$ cat config.mk
export PLATFORM = sky130hd
export DESIGN_NAME = reg_file
export DESIGN_NICKNAME = d
export VERILOG_FILES = /design/src/rtl/reg_file_pkg.sv /design/src/rtl/reg_file_wb_mux.sv /design/src/rtl/reg_file.sv
export SDC_FILE = /design/constraint.sdc
export NUM_CORES = 2
export LEC_CHECK = 0
export CORE_MARGIN = 8
export CORE_UTILIZATION = 40
export CTS_CLUSTER_SIZE = 40
export DETAILED_ROUTE_END_ITERATION = 8
export GPL_TIMING_DRIVEN = 0
export PLACE_DENSITY_LB_ADDON = 0.25
export SYNTH_ARGS = -nofsm -noshare
export SYNTH_HDL_FRONTEND = slang
export SYNTH_SLANG_ARGS = --single-unit
$ cat constraint.sdc
create_clock -name clk -period 4.2 [get_ports clk]
set_input_delay 1.26 -clock clk [delete_from_list [all_inputs] [get_ports clk]]
set_output_delay 1.26 -clock clk [all_outputs]
set_load 0.02 [all_outputs]
$ cat src/rtl/reg_file_pkg.sv
`default_nettype none
// ============================================================================
// Module      : reg_file_pkg
// Description : Shared constants for the integer register file: instruction
//               field positions, write-back select codes, default sizes.
// Revision    : 1.0 - initial release
// ============================================================================
package reg_file_pkg;

    localparam int DEFAULT_DATA_WIDTH = 32;
    localparam int DEFAULT_NUM_REGS   = 32;

    localparam int REG_IDX_W = 5;
    localparam int RD_LSB    = 7;
    localparam int RS1_LSB   = 15;
    localparam int RS2_LSB   = 20;

    localparam int WB_SEL_W = 5;
    typedef logic [WB_SEL_W-1:0] wb_sel_t;

    localparam wb_sel_t WB_SEL_ALU = 5'd0;
    localparam wb_sel_t WB_SEL_MEM = 5'd1;

endpackage
`default_nettype wire

$ cat src/rtl/reg_file_wb_mux.sv
`default_nettype none
// ============================================================================
// Module      : reg_file_wb_mux
// Description : Combinational write-back source selector. Only WB_SEL_MEM
//               picks memory data; every other code falls back to the ALU.
// Revision    : 1.0 - initial release
// ============================================================================
module reg_file_wb_mux
    import reg_file_pkg::*;
#(
    parameter int DATA_WIDTH = DEFAULT_DATA_WIDTH
) (
    input  wb_sel_t               i_sel,
    input  logic [DATA_WIDTH-1:0] i_alu_result,
    input  logic [DATA_WIDTH-1:0] i_mem_data,
    output logic [DATA_WIDTH-1:0] o_wb_data
);

    always_comb begin
        o_wb_data = i_alu_result;
        case (i_sel)
            WB_SEL_ALU: o_wb_data = i_alu_result;
            WB_SEL_MEM: o_wb_data = i_mem_data;
            default:    o_wb_data = i_alu_result;
        endcase
    end

endmodule
`default_nettype wire

$ cat src/rtl/reg_file.sv
`default_nettype none
// ============================================================================
// Module      : reg_file
// Description : 32 x 32-bit RISC-V integer register file, x0 hardwired to
//               zero, two combinational read ports, one write-back port.
//               Optional write-through forwarding: REG_FILE_BYPASS_EN.
// Revision    : 1.0 - initial release
// ============================================================================
module reg_file
    import reg_file_pkg::*;
#(
    parameter int DATA_WIDTH = DEFAULT_DATA_WIDTH,
    parameter int NUM_REGS   = DEFAULT_NUM_REGS
) (
    input  logic                  clk,
    input  logic                  rst,
    input  logic                  reg_write,
    input  logic [31:0]           instruction,
    input  logic [DATA_WIDTH-1:0] alu_result,
    input  wb_sel_t               mem_to_reg,
    input  logic [DATA_WIDTH-1:0] data_mem_data,
    output logic [DATA_WIDTH-1:0] rs1_data,
    output logic [DATA_WIDTH-1:0] rs2_data
);

    logic [REG_IDX_W-1:0]                 w_rd;
    logic [REG_IDX_W-1:0]                 w_rs1;
    logic [REG_IDX_W-1:0]                 w_rs2;
    logic                                 w_wr_en;
    logic [DATA_WIDTH-1:0]                w_wb_data;
    logic [NUM_REGS-1:0][DATA_WIDTH-1:0]  w_regs;
    logic                                 w_unused_bits;

    assign w_rd  = instruction[RD_LSB  +: REG_IDX_W];
    assign w_rs1 = instruction[RS1_LSB +: REG_IDX_W];
    assign w_rs2 = instruction[RS2_LSB +: REG_IDX_W];

    // Opcode/funct fields are decoded elsewhere; writes are gated by reg_write.
    assign w_unused_bits = ^{instruction[31:25], instruction[14:12], instruction[6:0]};

    assign w_wr_en = reg_write && (w_rd != '0);

    reg_file_wb_mux #(
        .DATA_WIDTH (DATA_WIDTH)
    ) u_wb_mux (
        .i_sel        (mem_to_reg),
        .i_alu_result (alu_result),
        .i_mem_data   (data_mem_data),
        .o_wb_data    (w_wb_data)
    );

    assign w_regs[0] = '0;

    for (genvar i = 1; i < NUM_REGS; i++) begin : g_reg
        logic [DATA_WIDTH-1:0] r_q;

        always_ff @(posedge clk or negedge rst) begin
            if (!rst) begin
                r_q <= '0;
            end else if (w_wr_en && (w_rd == REG_IDX_W'(i))) begin
                r_q <= w_wb_data;
            end
        end

        assign w_regs[i] = r_q;
    end

`ifdef REG_FILE_BYPASS_EN
    // w_wr_en already excludes x0, so x0 is never forwarded.
    assign rs1_data = (w_wr_en && rst && (w_rs1 == w_rd)) ? w_wb_data : w_regs[w_rs1];
    assign rs2_data = (w_wr_en && rst && (w_rs2 == w_rd)) ? w_wb_data : w_regs[w_rs2];
`else
    assign rs1_data = w_regs[w_rs1];
    assign rs2_data = w_regs[w_rs2];
`endif

endmodule
`default_nettype wire

==> summary.txt <==
Run status
  – Outcome: complete, but fails checks
  – Violated checks: max-capacitance violations, max-slew violations, negative setup slack

Run
  – Max-Cap Viols: 1

Cells and area
  – Regs by FF count: g.r_q x992
  – # fillers: around 11k
  – Layout cells sized above 1: a little under a quarter
  – Final core occ: 49.49%
  – Fin nets: ~5.2k
  – Synthesis-to-layout area growth: 22.80%
  – Most flop-heavy register: g.r_q
  – Max FFs per register: around 990

Clock network
  – Root cell of the clock tree: clkbuf_16
  – CTS buffer count: 109
  – H-tree Lvls: 3
  – Clock sink count: 992
  – Worst skew pair latency: approximately 0.7 ns
  – CTS clk-pin slew, worst paths: ~0.060 ns
  – CTS max path bufs: 3
  – CTS tree: built

Yosys
  – Sequential share of the synthesized area: between 40 and 50%
  – Yosys reg bits: between 900 and 1k
  – Cell taking the most area after synthesis: dfrtp_1
  – Syn. warnings: 0
  – Syn Nets: 4837
  – Synth top area share: between 40% and 50%
  – Mapped Cells: around 4.7k
  – Synth area leaders: dfrtp_1, mux4_2, a21oi_1
  – Cell Area, Synth: 51460 um2
  – Mean Syn Cell Area: roughly 11 um2
  – Number of library cell types mapped by synthesis: 37

Die
  – Row cnt: approximately 130
  – Die area: 140400 um2
  – Core area: 127700 um2
  – Initial core utilization: roughly 40%
  – Io pins: approximately 170
  – Die Ht: about 370 um
  – Chip width: roughly 370 um

Min path
  – Min-delay worst type: in2async

Worst setup path
  – CP Max Fanout: 10
  – WP data arrival: approximately 3.3 ns
  – R2R Path Start: g_reg[29].r_q[18]
  – Reg2Reg Setup Slack: between 3 and 4 ns
  – R2R cell count: 2
  – CP Capture Type: output port
  – Reg2reg end: g_reg[29].r_q[18]
  – Worst Path Required: ~2.9 ns
  – Crit path launch type: input port
  – Critical path class: in2out

GRT
  – Met1 Use GR: between 40% and 50%
  – Total grt overflow: 0
  – Initial antenna violation count: 4
  – Top Usage Layer GRT: met2
  – Global-route usage over all layers: between 30 and 40%
  – Pin count of the biggest net entering global routing: 167
  – GR Layer Usage met3: roughly an eighth
  – GR Util met2: between 40% and 50%
  – Vias in the first global route: 44.85k
  – First-pass GRT wire length: around 330000 um

Timing
  – Final setup fails: between 60 and 70
  – Period utilisation layout: 108.0%
  – Achievable frequency: around 0.22 GHz
  – RSZ-0062 raised after global routing: yes
  – Worst-margin pin slew: 1.519 ns
  – Clock skew: 0 ns
  – Setup TNS: -14.30 ns
  – Final setup margin: -0.3358 ns
  – Relative slew slack: -1.260%
  – Fin. max-slew vios: 11
  – Final min period: around 4.5 ns
  – Final hold violation count: 0

Pwr
  – Internal power: 21470 uW
  – Peak VDD IR: 0.0004048 V
  – Logic pwr share: 25.3%
  – Sequential share of power: 42.2%
  – Switch share: between 30% and 40%
  – PwrDens: slightly below 500 nW/um2
  – P_sw: about 10000 uW
  – Clock Power Share: about a third
  – Leak: between 0.02 and 0.03 uW

Placement
  – PortBufs: ~140
  – RD Place Congestion: 0.9792
  – Post-DP HPWL: around 160000 um

Routing
  – Via count: around 46k
  – Post-DRT Antenna Nets: 0
  – First DRT Iteration DRCs: 6699
  – Drt pass-1 iters: 8
  – WL/cell: 34.73 um
  – DRT Wirelength: roughly 240000 um
  – # DRC: 0
  – Vias per cell: approximately 6.7
[power by group through the flow]
stage	clock [uW]	combinational [uW]	sequential, uW
detailed placement	0	6950	13300
floorplan	0	4860	12800
global route	10500	8440	13500
CTS	10200	7550	13200
finish	10200	7930	13300
global placement	0	6750	13200
[through the flow]
step	worst slack (ns)	total power, uW	area [um2]	instances	hold WS, ns
finish	-0.3358	31390	63200	6812	0.4491
global route	-0.3102	32440	63180	6807	0.5028
CTS	-0.2654	30860	62260	6784	0.4796
detailed placement	-2.203	20250	55160	6543	0.4862
global placement	-44.50	20000	54960	6536	0.4738
floorplan	0.04501	17670	51460	4733	0.4604
[cell type report]
type	instances	area [um2]	area share (%)
Timing Repair Buffer	214	2718	4.300
Antenna cell	7	17.52	0.02772
Buffer	504	3802	6.017
Inverter	2	15.01	0.02376
Clock buffer	167	3238	5.124
Multi-Input combinational cell	3231	26030	41.18
Tap cell	1662	2079	3.290
Clock inverter	33	478.0	0.7563
Sequential cell	992	24820	39.28
[worst max-delay path: stages]
cell and delay, ns:
clkdlybuf4s18_2 0.69, buf_2 0.58, o21ai_1 0.22, o31ai_1 0.15
clkdlybuf4s15_2 0.33
[worst max path at each step]
stage          depth (start not counted)             from                 to  slack [ns]
6_report                               5  instruction[19]       rs1_data[20]       -0.34
5_1_grt                                5  instruction[19]       rs1_data[20]       -0.31
4_1_cts                                8  instruction[18]       rs1_data[20]       -0.27
3_5_place_dp                           8  instruction[17]        rs1_data[0]       -2.20
3_3_place_gp                           1              rst  g_reg[10].r_q[20]      -44.50
2_1_floorplan                          8  instruction[15]       rs1_data[30]        0.05
[layout by cell type, fill, tap and decap left out, drive strengths merged, types with 2 or more instances in the layout]
cell / netlist / final
dfrtp: 992 / 992
nor2: 557 / 557
a21oi: 544 / 544
clkbuf: 355 / 523
o21ai: 512 / 512
nand2: 458 / 458
mux4: 384 / 384
buf: 153 / 283
mux2i: 226 / 226
a22o: 191 / 191
clkdlybuf4s50: 0 / 74
and2: 67 / 67
o22ai: 64 / 64
o31ai: 64 / 64
a211oi: 64 / 64
mux2: 63 / 63
clkinv: 0 / 21
bufinv: 0 / 11
nor2b: 8 / 8
diode: 0 / 7
or3: 5 / 5
clkdlybuf4s15: 0 / 4
nand2b: 4 / 4
nor3b: 3 / 3
nand3: 3 / 3
nand4b: 3 / 3
clkinvlp: 0 / 2
and3: 2 / 2
nor3: 2 / 2
[logic make-up (layout without fill, tap and decap cells)]
group	after synthesis	count (layout)	synth area share, %
buffers and inverters	510	920	4.259
and+or+nand+nor	1119	1119	8.762
other	0	7	0
muxes	673	673	22.58
DFF	992	992	48.23
AOI/OAI and AO/OA	1439	1439	16.17
[routing by layer]
layer	vias up	part of all wire [%]
met2	3594	42
met3	933	14
met4	4	7.3
met1	23320	36
li1	17920	-
met5	-	0.032
[synthesized netlist by cell type (all sizes together)]
cell type and number:
mux4 384, mux2 63, nand4 1, clkbuf 355, nor2b 8, nor2 557
o21ai 512, a22o 191, nand3 3, mux2i 226, dfrtp 992, or3 5
or4 1, buf 153, nor4b 1, inv 2, a21oi 544, and4 1
nand2 458, nor3b 3, nand2b 4, o31ai 64, and2 67, nor3 2
nor4 1, and4bb 1, nand3b 1, o22ai 64, and3 2, nand4b 3
a211oi 64
[timing repair]
action | in CTS | in global routing
resized for setup | 1078 | 141
setup endpoints to repair | 64 | 65
buffers inserted | 28 | 21
hold buffers | 0 | 0
cloned | 15 | 8
pin swaps | 68 | 63
Power figures use the tool's default switching activity.
